### config.mk
export PLATFORM = sky130hd
export DESIGN_NAME = alu8_issue
export DESIGN_NICKNAME = d
export VERILOG_FILES = /design/src/rtl/alu8_issue.sv
export SDC_FILE = /design/constraint.sdc
export NUM_CORES = 1
export LEC_CHECK = 0
export ABC_CLOCK_PERIOD_IN_PS = 2350
export BUFFER_PORTS_ARGS = -buffer_cell sky130_fd_sc_hd__buf_4
export CORE_MARGIN = 5
export CORE_UTILIZATION = 50
export CTS_BUF_LIST = sky130_fd_sc_hd__clkbuf_8
export DETAILED_ROUTE_END_ITERATION = 12
export GPL_TIMING_DRIVEN = 0
export PLACE_DENSITY = 0.83
export SKIP_CTS_REPAIR_TIMING = 1
export SLEW_MARGIN = 20
export SYNTH_ARGS = -nofsm -noshare
export SYNTH_HDL_FRONTEND = slang
export SYNTH_SLANG_ARGS = --single-unit
### constraint.sdc
create_clock -name clk -period 2.35 [get_ports clk]
set_clock_uncertainty 0.15 [all_clocks]
set_input_delay 0.1175 -clock clk [delete_from_list [all_inputs] [get_ports clk]]
set_output_delay 0.1175 -clock clk [all_outputs]
set_load 0.05 [all_outputs]
### src/rtl/alu8_issue.sv
// Registered command issuer and result collector around a combinational ALU8.
// Define ALU_SEQ_CHAIN_EN to let a command reuse the last handed-off result.
module alu8_issue #(
  parameter int TAG_W = 4
) (
  input  logic             clk,
  input  logic             rst,
  input  logic             cmd_valid,
  output logic             cmd_ready,
  input  logic [7:0]       cmd_left,
  input  logic [7:0]       cmd_right,
  input  logic [1:0]       cmd_mode,
  input  logic             cmd_chain,
  output logic [7:0]       alu_left,
  output logic [7:0]       alu_right,
  output logic [1:0]       alu_mode,
  input  logic [7:0]       alu_out,
  output logic             res_valid,
  input  logic             res_ready,
  output logic [7:0]       res_data,
  output logic [TAG_W-1:0] res_tag
);

  typedef enum logic [1:0] {
    IDLE,
    EXEC,
    DONE
  } state_t;

  state_t           state;
  state_t           state_nxt;
  logic             settle;
  logic [TAG_W-1:0] tag_cnt;
  logic [TAG_W-1:0] cur_tag;
  logic [7:0]       left_sel;
  logic             accept;
  logic             capture;
  logic             handoff;

  assign cmd_ready = (state == IDLE);
  assign res_valid = (state == DONE);
  assign accept    = cmd_ready & cmd_valid;
  assign capture   = (state == EXEC) & settle;
  assign handoff   = res_valid & res_ready;

  always_ff @(posedge clk) begin
    if (rst) state <= IDLE;
    else     state <= state_nxt;
  end

  always_comb begin
    state_nxt = state;
    unique case (state)
      IDLE:    if (cmd_valid) state_nxt = EXEC;
      EXEC:    if (settle)    state_nxt = DONE;
      DONE:    if (res_ready) state_nxt = IDLE;
      default: state_nxt = IDLE;
    endcase
  end

`ifdef ALU_SEQ_CHAIN_EN
  logic [7:0] last_res;
  logic       chain_vld;

  assign left_sel = (cmd_chain && chain_vld) ? last_res : cmd_left;

  always_ff @(posedge clk) begin
    if (rst) begin
      last_res  <= 8'h00;
      chain_vld <= 1'b0;
    end else if (handoff) begin
      last_res  <= res_data;
      chain_vld <= 1'b1;
    end
  end
`else
  logic unused_chain;

  assign left_sel     = cmd_left;
  assign unused_chain = cmd_chain;
`endif

  // settle gives the ALU one cycle after the operand load before the
  // full stable cycle that ends in capture.
  always_ff @(posedge clk) begin
    if (rst) begin
      settle    <= 1'b0;
      tag_cnt   <= '0;
      cur_tag   <= '0;
      alu_left  <= 8'h00;
      alu_right <= 8'h00;
      alu_mode  <= 2'd0;
      res_data  <= 8'h00;
      res_tag   <= '0;
    end else begin
      settle <= (state == EXEC) & ~settle;
      if (accept) begin
        alu_left  <= left_sel;
        alu_right <= cmd_right;
        alu_mode  <= cmd_mode;
        cur_tag   <= tag_cnt;
        tag_cnt   <= tag_cnt + 1'b1;
      end
      if (capture) begin
        res_data <= alu_out;
        res_tag  <= cur_tag;
      end
    end
  end

endmodule

After elaboration in Yosys (flattened, before gate mapping)
Index checks and enable logic that the tools add are counted.
{ "totals": {"register_bits": 41, "input_bits": 31, "output_inout_bits": 32, "elab_cells": 25} }
{ "classes": {"addsub": 1, "n_eq_ne": 5, "muxes": 4, "bitwise_logic": 4, "n_reduce_logical": 2} }
{ "ops": {"columns": ["cell", "n"], "rows": [
  ["$mux 2", 3],
  ["$pmux 2 s3", 1],
  ["$add 4x1->4 const B", 1],
  ["$ne 2x2->1 const B", 2],
  ["$and 1x1->1", 3],
  ["$reduce_and 3->1", 1],
  ["$eq 2x1->1 const B", 1],
  ["$eq 2x2->1 const B", 1],
  ["$logic_not 2->1", 1],
  ["$ne 2x1->1 const B", 1],
  ["$not 1->1", 1]
]} }

Longest topological paths before layout
Gate-level depths: netlist (run 1).
{ "logic_depth": {"word_depth": 3, "mapped_depth": 5, "depth_no_buf": 4} }

Worst setup path before layout (run 1)
No wires, ideal clock.
{ "synth_path": {"kind": "reg-to-reg", "start": "register state[1]", "end": "register state[1]", "setup_time_ns": 0.071, "arrival_time_ns": 1.401, "t_required_ns": 2.129, "slack_ns": 0.728, "stages_incl_launch_ff": 4, "n_path_buf": 0, "period_less_slack_ns": 1.622, "cell_sequence": "dfxtp_1 > nor2b_1 > nand2b_1 > a21oi_1"} }
{ "synth_via": {"elab_chain_len": 3, "word_cells_on_any_way": 8, "cone_classes": "5 x eq/ne; 1 x mux; 2 x reduce/logical"} }
{ "synth_rtl": {"columns": ["element", "line", "text"], "rows": [
  ["from (decl)", "30", "state_t state;"],
  ["from (signal assigned)", "48", "else state <= state_nxt;"],
  ["$eq 2x2->1 (*)", null, null],
  ["via res_valid", "18", "output logic res_valid,"],
  ["$ne 2x1->1 (no source line)", null, null],
  ["$reduce_and 3->1 (no source line)", null, null]
]} }
Mark *: on every way through the listed nets, which the timed path passes. The rest lies on a longest branch.
A chain may end at the register's enable or synchronous reset.

Worst setup path in the final report (run 1)
{ "layout_path": {"start": "register state[1]", "end": "register alu_left[0]"} }
{ "layout_via": {"elab_chain_len": 2} }
{ "layout_rtl": {"columns": ["element", "line", "text"], "rows": [
  ["$logic_not 2->1", "40", "assign cmd_ready = (state == IDLE);"],
  ["$and 1x1->1", "42", "assign accept = cmd_ready & cmd_valid;"],
  ["to (signal assigned)", "98", "alu_left <= left_sel;"],
  ["to (decl)", "14", "output logic [7:0] alu_left,"]
]} }
Every way passes these cells.

==> reports/results.txt, run 1 <==
Fillcell total = 195
GRT Total Usage = 0.176
Max-cap violations = 0
Final worst path period share = 0.625
Via count = 1417
Hold Path Depth = 2
Post-place setup slack = 0.870 ns
Final setup vio count = 0
Wire per inst = 15.7 um
Core region area = 0.00298 mm^2
Synth top area cells = dfxtp_1, mux2i_1, nor2_1
Slew margin rel. = 0.671
Initial drt markers = 63
CP max FO = 10
Worst flop-to-flop path endpoint = alu_left[0]
Drt via density = 5.04
Mux share of post-synthesis cell area = 0.151
CTS tree = built
Root buffer cell = clkbuf_8
# DRC = 0
Crit Path Category = flop to flop
Ports = 63
RSZ-0062 raised after global routing = false
H-tree depth = 2
First-pass GRT wire length = 5640 um
Synthesis-stage register bit count = 41
Final worst slack = 0.881 ns
Mapped Cells = 154
DP Cell Count = 247
Ant. Diodes = 0
Yosys warnings = 0
Synthesized area per cell = 9.87 um^2
Fmax = 681 MHz
Post-Synth XOR/XNOR Area = 0.0115
Layout Cells excl Fill = 281
Met3 Usage GRT = 0.0547
Grt ovf = 0
Die width = 65.1 um
Min-Delay Endpoint = settle
Critical Path RT = 2.36 ns
Clk slew on worst S/H paths = 0.07 ns
Compound-Gate Fraction of Synth Area = 0.0584
Synth unique cells = 24
Syn nets = 186
Largest net degree at the start of global routing = 12
Clock tree buffer depth = 2
P per Cell Area = 667 mW/mm^2
Slew Viols, Final = 0
Min Clock Period, post-route = 1.47 ns
Die ar. = 0.00424 mm^2
Sink Count = 41
Outcome = finished clean
Worst ir drop on vdd = 0.000643 V
Leakage = 1.07 nW
Seq/Total Area, Yosys = 0.540
Number of hold violations in the final report = 0
Initial antenna violation count = 0
Met2 usage = 0.342
Mapped Area = 0.00152 mm^2
Gr busiest metal = met2
Post-DP HPWL = 2800 um
Met1 Use GR = 0.178
Num rows = 20
Slew of the pin with the lowest slew margin = 0.494 ns
Worst skew pair latency = 0.28 ns
Share of cells above drive strength 1 = 0.302
Reg-to-reg startpoint = state[1]
Worst reg2reg path depth = 5
CTS Buf Count = 5
Hold Crit Start = rst
Cell taking the most area after synthesis = dfxtp_1
Synthesis-to-layout area growth = 55.8%
Arrival @ worst endpoint = 1.48 ns
Final Wtd Congestion = 0.748
Critical Path Source Type = flop
TNS Setup = 0 ns
Hold Slack = 0.00308 ns
Starting Density = 0.511
First-pass DRT Iterations = 4
Synth Area in Adders = 0.00823
R2R Setup Slk = 0.88 ns
Final nets = 280
Post-route ant nets = 0
Post-Synth Simple-Gate Area = 0.173
Largest family of logic cells by synthesized area = simple AND/OR/NAND/NOR gates
Worst Hold Class = input port to flop
Vias in the first global route = 1261
Drt total wl = 4400 um
Port Buffers = 60
CP endpoint kind = flop
Die boundary height = 65.1 um
Synth top area share = 0.540
state kept, by name, indices dropped and copies added (netlist names):
register / count
state: 2
cur_tag: 4
res_tag: 4
settle: 1
alu_mode: 2
alu_left: 8
alu_right: 8
res_data: 8
tag_cnt: 4
final cells by class:
class / instances / area [um^2] / area share
multi-input cells: 101 / 612 / 0.258
well taps: 33 / 41.3 / 0.0174
plain buffers: 10 / 80.1 / 0.0338
clock inverters: 1 / 3.75 / 0.00158
repair buffers: 87 / 721 / 0.304
inverters: 2 / 7.51 / 0.00317
flip-flops and latches: 41 / 821 / 0.347
clock buffers: 6 / 82.6 / 0.0349
metrics by stage:
stage / instance area [um^2] / power, mW / utilization
after detailed placement: 2010 / 1.11 / 0.676
after global routing: 2370 / 1.65 / 0.795
after CTS: 2100 / 1.54 / 0.705
final: 2370 / 1.58 / 0.795
after global placement: 2010 / 1.09 / 0.676
after floorplan: 1520 / 0.995 / -
how the worst max path moves through the flow:
stage | slack (ns) | cells after the start | start | endpoint
after floorplan | 0.73 | 3 | state[1] | state[1]
after global placement | 0.93 | 5 | state[1] | alu_left[3]
after detailed placement | 0.87 | 5 | state[1] | alu_left[6]
after CTS | 0.86 | 5 | state[1] | alu_left[0]
after global routing | 0.73 | 5 | state[1] | alu_left[0]
final | 0.88 | 5 | state[1] | alu_left[0]
per-layer routing:
layer	vias to the layer above	share of wire
met3	12	0.051
li1	688	-
met5	-	0
met1	664	0.36
met4	0	0.032
met2	53	0.55
critical path, stage by stage, from the launching register on:
cell	delay [ns]
dfxtp_1	0.36
nor3b_2	0.22
buf_6	0.19
buf_12	0.16
mux2i_1	0.20
nor2_1	0.06
cell usage after synthesis:
cell,count
xnor2_1,2
nand2b_1,1
and3_1,1
nor4b_1,1
ha_1,1
inv_1,2
buf_12,2
mux2i_1,23
nand2_1,24
nor3b_2,1
and4bb_2,1
buf_1,1
nor2b_1,1
nand3b_1,1
dfxtp_1,41
a21o_1,2
a21oi_1,13
a21oi_2,1
nand3_1,1
buf_6,1
buf_2,2
clkbuf_1,4
and3b_2,1
nor2_1,26
kinds of logic (layout without fill, tap and decap cells):
family | after synthesis | count (layout)
fa+ha+maj | 1 | 1
flops | 41 | 41
simple gates | 59 | 59
buf+inv | 12 | 106
compound gates | 16 | 16
mux | 23 | 23
xor+xnor | 2 | 2
power by group:
part	internal [mW]	switching (mW)	total [mW]
clock network	0.229	0.220	0.449
registers	0.733	0.0269	0.760
logic	0.165	0.207	0.372
total	1.13	0.454	1.58
layout by cell type, fill, tap and decap left out:
| master | netlist | final |
|---|---|---|
| nand2_1 | 24 | 24 |
| dfxtp_1 | 41 | 41 |
| dlygate4sd3_1 | 0 | 27 |
| buf_4 | 0 | 60 |
| nor4b_1 | 1 | 1 |
| nand2b_1 | 1 | 1 |
| mux2i_1 | 23 | 23 |
| nor2_1 | 26 | 26 |
| a21o_1 | 2 | 2 |
| nand3_1 | 1 | 1 |
| and4bb_2 | 1 | 1 |
| and3b_2 | 1 | 1 |
| buf_1 | 1 | 1 |
| clkbuf_8 | 0 | 6 |
| clkbuf_1 | 4 | 4 |
| buf_2 | 2 | 2 |
| a21oi_2 | 1 | 1 |
| ha_1 | 1 | 1 |
| a21oi_1 | 13 | 13 |
| nor3b_2 | 1 | 1 |
| nor2b_1 | 1 | 1 |
| inv_1 | 2 | 3 |
| xnor2_1 | 2 | 2 |
| buf_6 | 1 | 1 |
| nand3b_1 | 1 | 1 |
| buf_12 | 2 | 2 |
| and3_1 | 1 | 1 |
Note: power is estimated with default switching activity, not from simulation.
==> run 2, diff against run 1 <==
--- a/config.mk
+++ b/config.mk
@@ -5,14 +5,14 @@
 export SDC_FILE = /design/constraint.sdc
 export NUM_CORES = 1
 export LEC_CHECK = 0
-export ABC_CLOCK_PERIOD_IN_PS = 2350
+export ABC_CLOCK_PERIOD_IN_PS = 1510
 export BUFFER_PORTS_ARGS = -buffer_cell sky130_fd_sc_hd__buf_4
 export CORE_MARGIN = 5
-export CORE_UTILIZATION = 50
+export CORE_UTILIZATION = 49
 export CTS_BUF_LIST = sky130_fd_sc_hd__clkbuf_8
 export DETAILED_ROUTE_END_ITERATION = 12
 export GPL_TIMING_DRIVEN = 0
-export PLACE_DENSITY = 0.83
+export PLACE_DENSITY = 0.81
 export SKIP_CTS_REPAIR_TIMING = 1
 export SLEW_MARGIN = 20
 export SYNTH_ARGS = -nofsm -noshare
==> constraint.sdc (replaced) <==
create_clock -name clk -period 1.51 [get_ports clk]
set_clock_uncertainty 0.15 [all_clocks]
set_input_delay 0.0755 -clock clk [delete_from_list [all_inputs] [get_ports clk]]
set_output_delay 0.0755 -clock clk [all_outputs]
set_load 0.05 [all_outputs]
==> run 2 against run 1 <==
Net effect:
- clock power up 99%
- register-to-register slack got worse by 0.81 ns
- die area is 1.7% higher
- utilization up 1.6 points
- combinational power up 58%
- flip-flop and latch count unchanged
- total power grew 69%
- maximum frequency grew 1.9%
- critical path type unchanged
==> reports/results.txt, run 2 (synthesis results as in run 1) <==
P per Cell Area = 1090 mW/mm^2 (+64%)
Ant. Diodes = 0 (unchanged)
Via count = 1415 (-0.14%)
Final Wtd Congestion = 0.749 (+0.17%)
Crit. Startpoint = state[0]
First-pass DRT Iterations = 4 (unchanged)
Synthesis-to-layout area growth = 60.2%
Die ar. = 0.00432 mm^2 (+1.7%)
Final core occ = 0.811 (+0.0159)
Drt via density = 4.95 (-1.9%)
Sw Ratio = 0.271 (-0.0164)
Clk slew on worst S/H paths = 0.07 ns (about the same)
CTS Buf Count = 5 (unchanged)
Slew margin rel. = 0.682 (+0.0109)
R2R Setup Slk = 0.07 ns (-0.81 ns)
Comb pwr share = 0.221 (-0.014)
Commonest non-fill, non-tap cells in the layout = buf_4, dfxtp_1, dlygate4sd3_1
Wire per inst = 14.7 um (-6.2%)
Ports = 63 (unchanged)
CTS tree = built
GRT Total Usage = 0.165 (-0.0115)
Num rows = 20 (unchanged)
Clk pwr share = 0.335 (+0.051)
Worst path bufs/invs = 2 (unchanged)
Worst skew pair latency = 0.29 ns (about the same)
Initial antenna violation count = 0 (unchanged)
Worst ir drop on vdd = 0.00105 V (+63%)
# DRC = 0 (unchanged)
Final nets = 284 (+1.4%)
Post-route ant nets = 0 (unchanged)
Crit Path Category = flop to flop
Number of hold violations in the final report = 0 (unchanged)
Drt total wl = 4200 um (-4.6%)
Final setup vio count = 0 (unchanged)
Total Power = 2.67 mW (+69%)
Top Registers = alu_left (8), alu_right (8), res_data (8)
Leakage = 1.11 nW (+3.2%)
Clock tree buffer depth = 2 (unchanged)
Reg-to-reg startpoint = state[0]
Hold Crit Start = cmd_valid
First-pass GRT wire length = 5420 um (-3.9%)
Layout Cells excl Fill = 286 (+1.8%)
Net Switching = 723 uW (+59%)
Root buffer cell = clkbuf_8
Slew of the pin with the lowest slew margin = 0.477 ns (-0.0164 ns)
DP Cell Count = 247 (unchanged)
Core region area = 0.00300 mm^2 (+0.84%)
Initial drt markers = 27 (-57%)
Final worst path period share = 0.954 (+0.329)
Sequential Power Share = 0.445 (-0.036)
Worst Hold Class = input port to flop
Largest net degree at the start of global routing = 13 (+1)
Fillcell total = 175 (-10%)
Delay of the slowest cell on the worst path = 0.36 ns (about the same)
Post-DP HPWL = 2580 um (-7.9%)
Dpl cell area = 0.00201 mm^2 (+0.12%)
Starting Density = 0.506 (-0.00425)
Pint = 1.94 mW (+72%)
Port Buffers = 60 (unchanged)
Max-cap violations = 0 (unchanged)
Leading cell type in the layout, fill and taps excluded = buf_4
Fmax = 694 MHz (+1.9%)
CP max FO = 10 (unchanged)
Crit path max-delay family = flip-flops
Critical Path RT = 1.53 ns (-0.83 ns)
Critical path's slowest cell = dfxtp_2
Grt ovf = 0 (unchanged)
Share of cells above drive strength 1 = 0.324 (+0.0217)
Outcome = finished clean
Vias in the first global route = 1248 (-1.0%)
Die width = 65.7 um (+0.86%)
Finished Cell Area = 0.00244 mm^2 (+2.9%)
Min Clock Period, post-route = 1.44 ns (-0.0277 ns)
Critical Path Source Type = flop
CP endpoint kind = flop
Slew Viols, Final = 0 (unchanged)
Die boundary height = 65.7 um (+0.86%)
Crit-path cells = nor3b_2 > buf_6 > buf_12 > mux2i_1 > nor2_1
Sink Count = 41 (unchanged)
H-tree depth = 2 (unchanged)
Arrival @ worst endpoint = 1.46 ns (-0.02 ns)
[run 2: layout make-up]
cell class / count / area, um^2 / share of cell area
inverter: 2 / 7.51 / 0.00308
tap: 33 / 41.3 / 0.0169
timing repair buffer: 91 / 753 / 0.309
sequential: 41 / 823 / 0.338
clock inverter: 2 / 33.8 / 0.0139
buffer: 10 / 80.1 / 0.0329
clock buffer: 6 / 82.6 / 0.0339
multi-input combinational: 101 / 614 / 0.252
[run 2: power by group through the flow]
stage / registers [mW] / logic, mW / clock network (mW)
finish: 1.19 / 0.588 / 0.892
CTS: 1.18 / 0.513 / 0.898
global route: 1.19 / 0.624 / 0.952
floorplan: 1.34 / 0.204 / 0
detailed placement: 1.21 / 0.510 / 0
global placement: 1.20 / 0.501 / 0
[run 2: path summary, 6_finish.rpt]
check                      to  cells past startpoint
hold / removal     tag_cnt[2]                      4
hold reg to reg    res_tag[3]                      2
setup / recovery  alu_left[0]                      5
setup reg to reg  alu_left[0]                      5
[run 2: through the flow]
stage               hold slack, ns  setup TNS [ns]  setup slack (ns)
detailed placement           0.166               0            0.0426
CTS                         -0.136               0            0.0292
finish                       0.140               0            0.0687
global route                 0.139         -0.0183           -0.0149
global placement             0.160               0            0.0659
floorplan                   0.0615               0             0.162
[run 2: tightest hold or removal path: cells and delay by family]
family	cells	cell delay, ns
buffers and inverters	1	0.08
and+or+nand+nor	2	0.32
xor gates and xnor gates	1	0.06
[run 2: layer usage]
metal | part of all wire | wire length [um] | vias to the layer above | track usage
met1 | 0.37 | 1560 | 662 | 0.174
met5 | 0 | 0 | - | 0
li1 | - | - | 700 | -
met4 | 0.021 | 87 | 0 | 0.0622
met3 | 0.064 | 271 | 10 | 0.0718
met2 | 0.54 | 2280 | 43 | 0.287
==> run 3, diff against run 2 <==
--- a/config.mk
+++ b/config.mk
@@ -5,14 +5,15 @@
 export SDC_FILE = /design/constraint.sdc
 export NUM_CORES = 1
 export LEC_CHECK = 0
+export ABC_AREA = 1
 export ABC_CLOCK_PERIOD_IN_PS = 1510
 export BUFFER_PORTS_ARGS = -buffer_cell sky130_fd_sc_hd__buf_4
 export CORE_MARGIN = 5
-export CORE_UTILIZATION = 49
+export CORE_UTILIZATION = 50
 export CTS_BUF_LIST = sky130_fd_sc_hd__clkbuf_8
 export DETAILED_ROUTE_END_ITERATION = 12
 export GPL_TIMING_DRIVEN = 0
-export PLACE_DENSITY = 0.81
+export PLACE_DENSITY = 0.82
 export SKIP_CTS_REPAIR_TIMING = 1
 export SLEW_MARGIN = 20
 export SYNTH_ARGS = -nofsm -noshare
==> run 3 against run 2 <==
Net effect:
- non-clock buffer count unchanged
- die area up 3.6%
- maximum frequency up 1.6%
- hold slack better by 0.17 ns
- largest cell class unchanged
- final cell count up 15%
- critical endpoint is now alu_right[0]
- critical path depth down 1
- combinational power down 9.2%
- sequential power about the same
- flip-flop and latch count unchanged
- utilization up 0.66 points
- critical path type is now input port to flop
==> reports/results.txt, run 3 <==
Ys flop type = dfxtp_1
R2R Setup Slk = 0.17 ns (+0.10 ns)
Commonest non-fill, non-tap cells in the layout = buf_4, nand2_1, dfxtp_1
CTS Buf Count = 5 (unchanged)
TNS Setup = 0 ns (unchanged)
Post-DP HPWL = 2630 um (+2.1%)
Mapped Cells = 188 (+22%)
Critical path's slowest cell = dlygate4sd3_1
Final worst path period share = 0.939 (-0.0154)
CP Depth = 4 (-1)
Most common cell in the netlist = nand2_1
Met1 Use GR = 0.196 (+0.0224)
Seq/Total Area, Yosys = 0.507 (-0.0326)
Die boundary height = 66.9 um (+1.8%)
Gr busiest metal = met2
Starting Density = 0.526 (+0.0194)
Num rows = 20 (unchanged)
Yosys warnings = 0 (unchanged)
CP endpoint kind = flop
Die ar. = 0.00447 mm^2 (+3.6%)
Leakage = 1.05 nW (-5.4%)
Core region area = 0.00308 mm^2 (+2.5%)
Largest net degree at the start of global routing = 13 (unchanged)
Drt total wl = 4570 um (+8.7%)
Arrival @ worst endpoint = 1.42 ns (-0.04 ns)
Grt ovf = 0 (unchanged)
Mapped Area = 0.00162 mm^2 (+6.4%)
Synth top area share = 0.507 (-0.0326)
Synthesized area per cell = 8.61 um^2 (-13%)
Post-route ant nets = 0 (unchanged)
Sink Count = 41 (unchanged)
CTS tree = built
Reg-to-reg startpoint = state[1]
Via count = 1586 (+12%)
Synthesis-stage register bit count = 41 (unchanged)
Outcome = finished clean
Leading cell type in the layout, fill and taps excluded = buf_4
Crit Path Category = input port to flop
Synth top area cells = dfxtp_1, nand2_1, a21oi_1
Worst skew pair latency = 0.29 ns (about the same)
Initial drt markers = 46 (+70%)
Hold Slack = 0.310 ns (+0.170 ns)
Worst Hold Class = flop to flop
Port Buffers = 60 (unchanged)
Worst ir drop on vdd = 0.000905 V (-14%)
Post-synth ARST share = 0 (unchanged)
First-pass GRT wire length = 5880 um (+8.4%)
Synthesis-to-layout area growth = 55.6%
GRT Total Usage = 0.176 (+0.0107)
Slew of the pin with the lowest slew margin = 0.629 ns (+0.151 ns)
Synth top cells by count = nand2_1, dfxtp_1, a21oi_1
Synth unique cells = 22 (-8.3%)
RSZ-0062 raised after global routing = false
P per Cell Area = 982 mW/mm^2 (-10%)
Clk slew on worst S/H paths = 0.08 ns (about the same)
Crit path max-delay family = buffers and inverters
Final nets = 316 (+11%)
H-tree depth = 2 (unchanged)
Critical Path Source Type = input port
Slew margin rel. = 0.581 (-0.101)
Worst flop-to-flop path endpoint = alu_right[2]
Post-synth EDFFs = 0 (unchanged)
Total Power = 2.47 mW (-7.3%)
Syn nets = 220 (+18%)
Wire per inst = 13.9 um (-5.5%)
Die width = 66.9 um (+1.8%)
Final Wtd Congestion = 0.729 (-2.7%)
# DRC = 0 (unchanged)
Met3 Usage GRT = 0.0422 (-0.0296)
Post-place setup slack = 0.220 ns (+0.178 ns)
Drt via density = 4.82 (-2.6%)
Critical Path RT = 1.51 ns (-0.02 ns)
Ant. Diodes = 0 (unchanged)
Crit-path cells = dlygate4sd3_1 > buf_1 > buf_1 > a21oi_1
Delay of the slowest cell on the worst path = 0.53 ns (+0.17 ns)
Final worst slack = 0.0919 ns (+0.0232 ns)
Slew Viols, Final = 0 (unchanged)
Worst setup path end = alu_right[0]
Worst path bufs/invs = 3 (+1)
Initial antenna violation count = 0 (unchanged)
Max-cap violations = 0 (unchanged)
Min Clock Period, post-route = 1.42 ns (-0.0232 ns)
Vias in the first global route = 1351 (+8.3%)
Final setup vio count = 0 (unchanged)
Fmax = 705 MHz (+1.6%)
CP max FO = 10 (unchanged)
Worst reg2reg path depth = 6 (+1)
Number of hold violations in the final report = 0 (unchanged)
Cell mode on critical path = buf_1
First-pass DRT Iterations = 4 (unchanged)
Clock tree buffer depth = 2 (unchanged)
Ports = 63 (unchanged)
Crit. Startpoint = rst
Met2 usage = 0.298 (+0.0117)
Root buffer cell = clkbuf_8
Share of cells above drive strength 1 = 0.365 (+0.0408)
Cell taking the most area after synthesis = dfxtp_1
Top Registers = alu_left (8), alu_right (8), res_data (8)
[run 3: cell types whose count changed in the layout (fill, tap and decap cells not counted), sizes merged, moves of 2 or more]
| cell | before | now |
|---|---|---|
| mux2i | 23 | 0 |
| nor2 | 26 | 5 |
| a21o | 2 | 0 |
| clkinv | 0 | 2 |
| xnor2 | 2 | 0 |
| inv | 3 | 5 |
| nand3 | 1 | 13 |
| a21oi | 14 | 39 |
| nand2 | 24 | 68 |
[run 3: area by class of cell]
type / count / area, um^2
Buffer: 12 / 92.6
Clock buffer: 7 / 96.3
Clock inverter: 1 / 5.00
Fill cell: 213 / 561
Inverter: 6 / 27.5
Multi-Input combinational cell: 129 / 679
Sequential cell: 41 / 821
Tap cell: 44 / 55.1
Timing Repair Buffer: 89 / 741
[run 3: routing by layer]
| metal | wire length (um) | part of all wire | up-vias |
|---|---|---|---|
| li1 | - | - | 797 |
| met1 | 1660 | 0.36 | 715 |
| met2 | 2460 | 0.54 | 58 |
| met3 | 254 | 0.056 | 16 |
| met4 | 193 | 0.042 | 0 |
| met5 | 0 | 0 | - |
[run 3: cell families after synthesis]
logic type	synth area share
AND/OR/NAND/NOR	0.254
flip-flops	0.507
AO/OA/AOI/OAI	0.151
buffers and inverters	0.0742
XOR/XNOR	0.00541
adder cells (fa/ha/maj)	0.00773
[run 3: report_power, final]
part	internal (mW)	switching, mW	leakage (nW)
sequential	1.13	0.0342	0.334
combinational	0.221	0.313	0.659
clock	0.413	0.363	0.0542
[run 3: worst min-delay path by stage]
stage / from / endpoint / slack (ns) / depth (start not counted)
3_5_place_dp: cmd_right[5] / alu_right[5] / 0.19 / 3
3_3_place_gp: cmd_left[7] / alu_left[7] / 0.18 / 3
4_1_cts: cmd_right[6] / alu_right[6] / -0.12 / 3
5_1_grt: alu_left[7] / alu_left[7] / 0.34 / 2
6_report: res_data[5] / res_data[5] / 0.31 / 2
2_1_floorplan: cmd_left[7] / alu_left[7] / 0.06 / 2
[run 3: worst register-to-register path, stage by stage, from the launching register on]
cell and delay (ns):
dfxtp_1 0.37, nor2_4 0.19, nand2_8 0.09, clkinv_4 0.10, buf_12 0.14, nand2_2 0.08
a21oi_2 0.15
[run 3: through the flow]
stage | instances | util | instance area (um^2)
floorplan | 188 | - | 1620
global placement | 292 | 0.691 | 2130
detailed placement | 292 | 0.691 | 2130
CTS | 300 | 0.724 | 2230
global route | 329 | 0.818 | 2520
finish | 329 | 0.818 | 2520
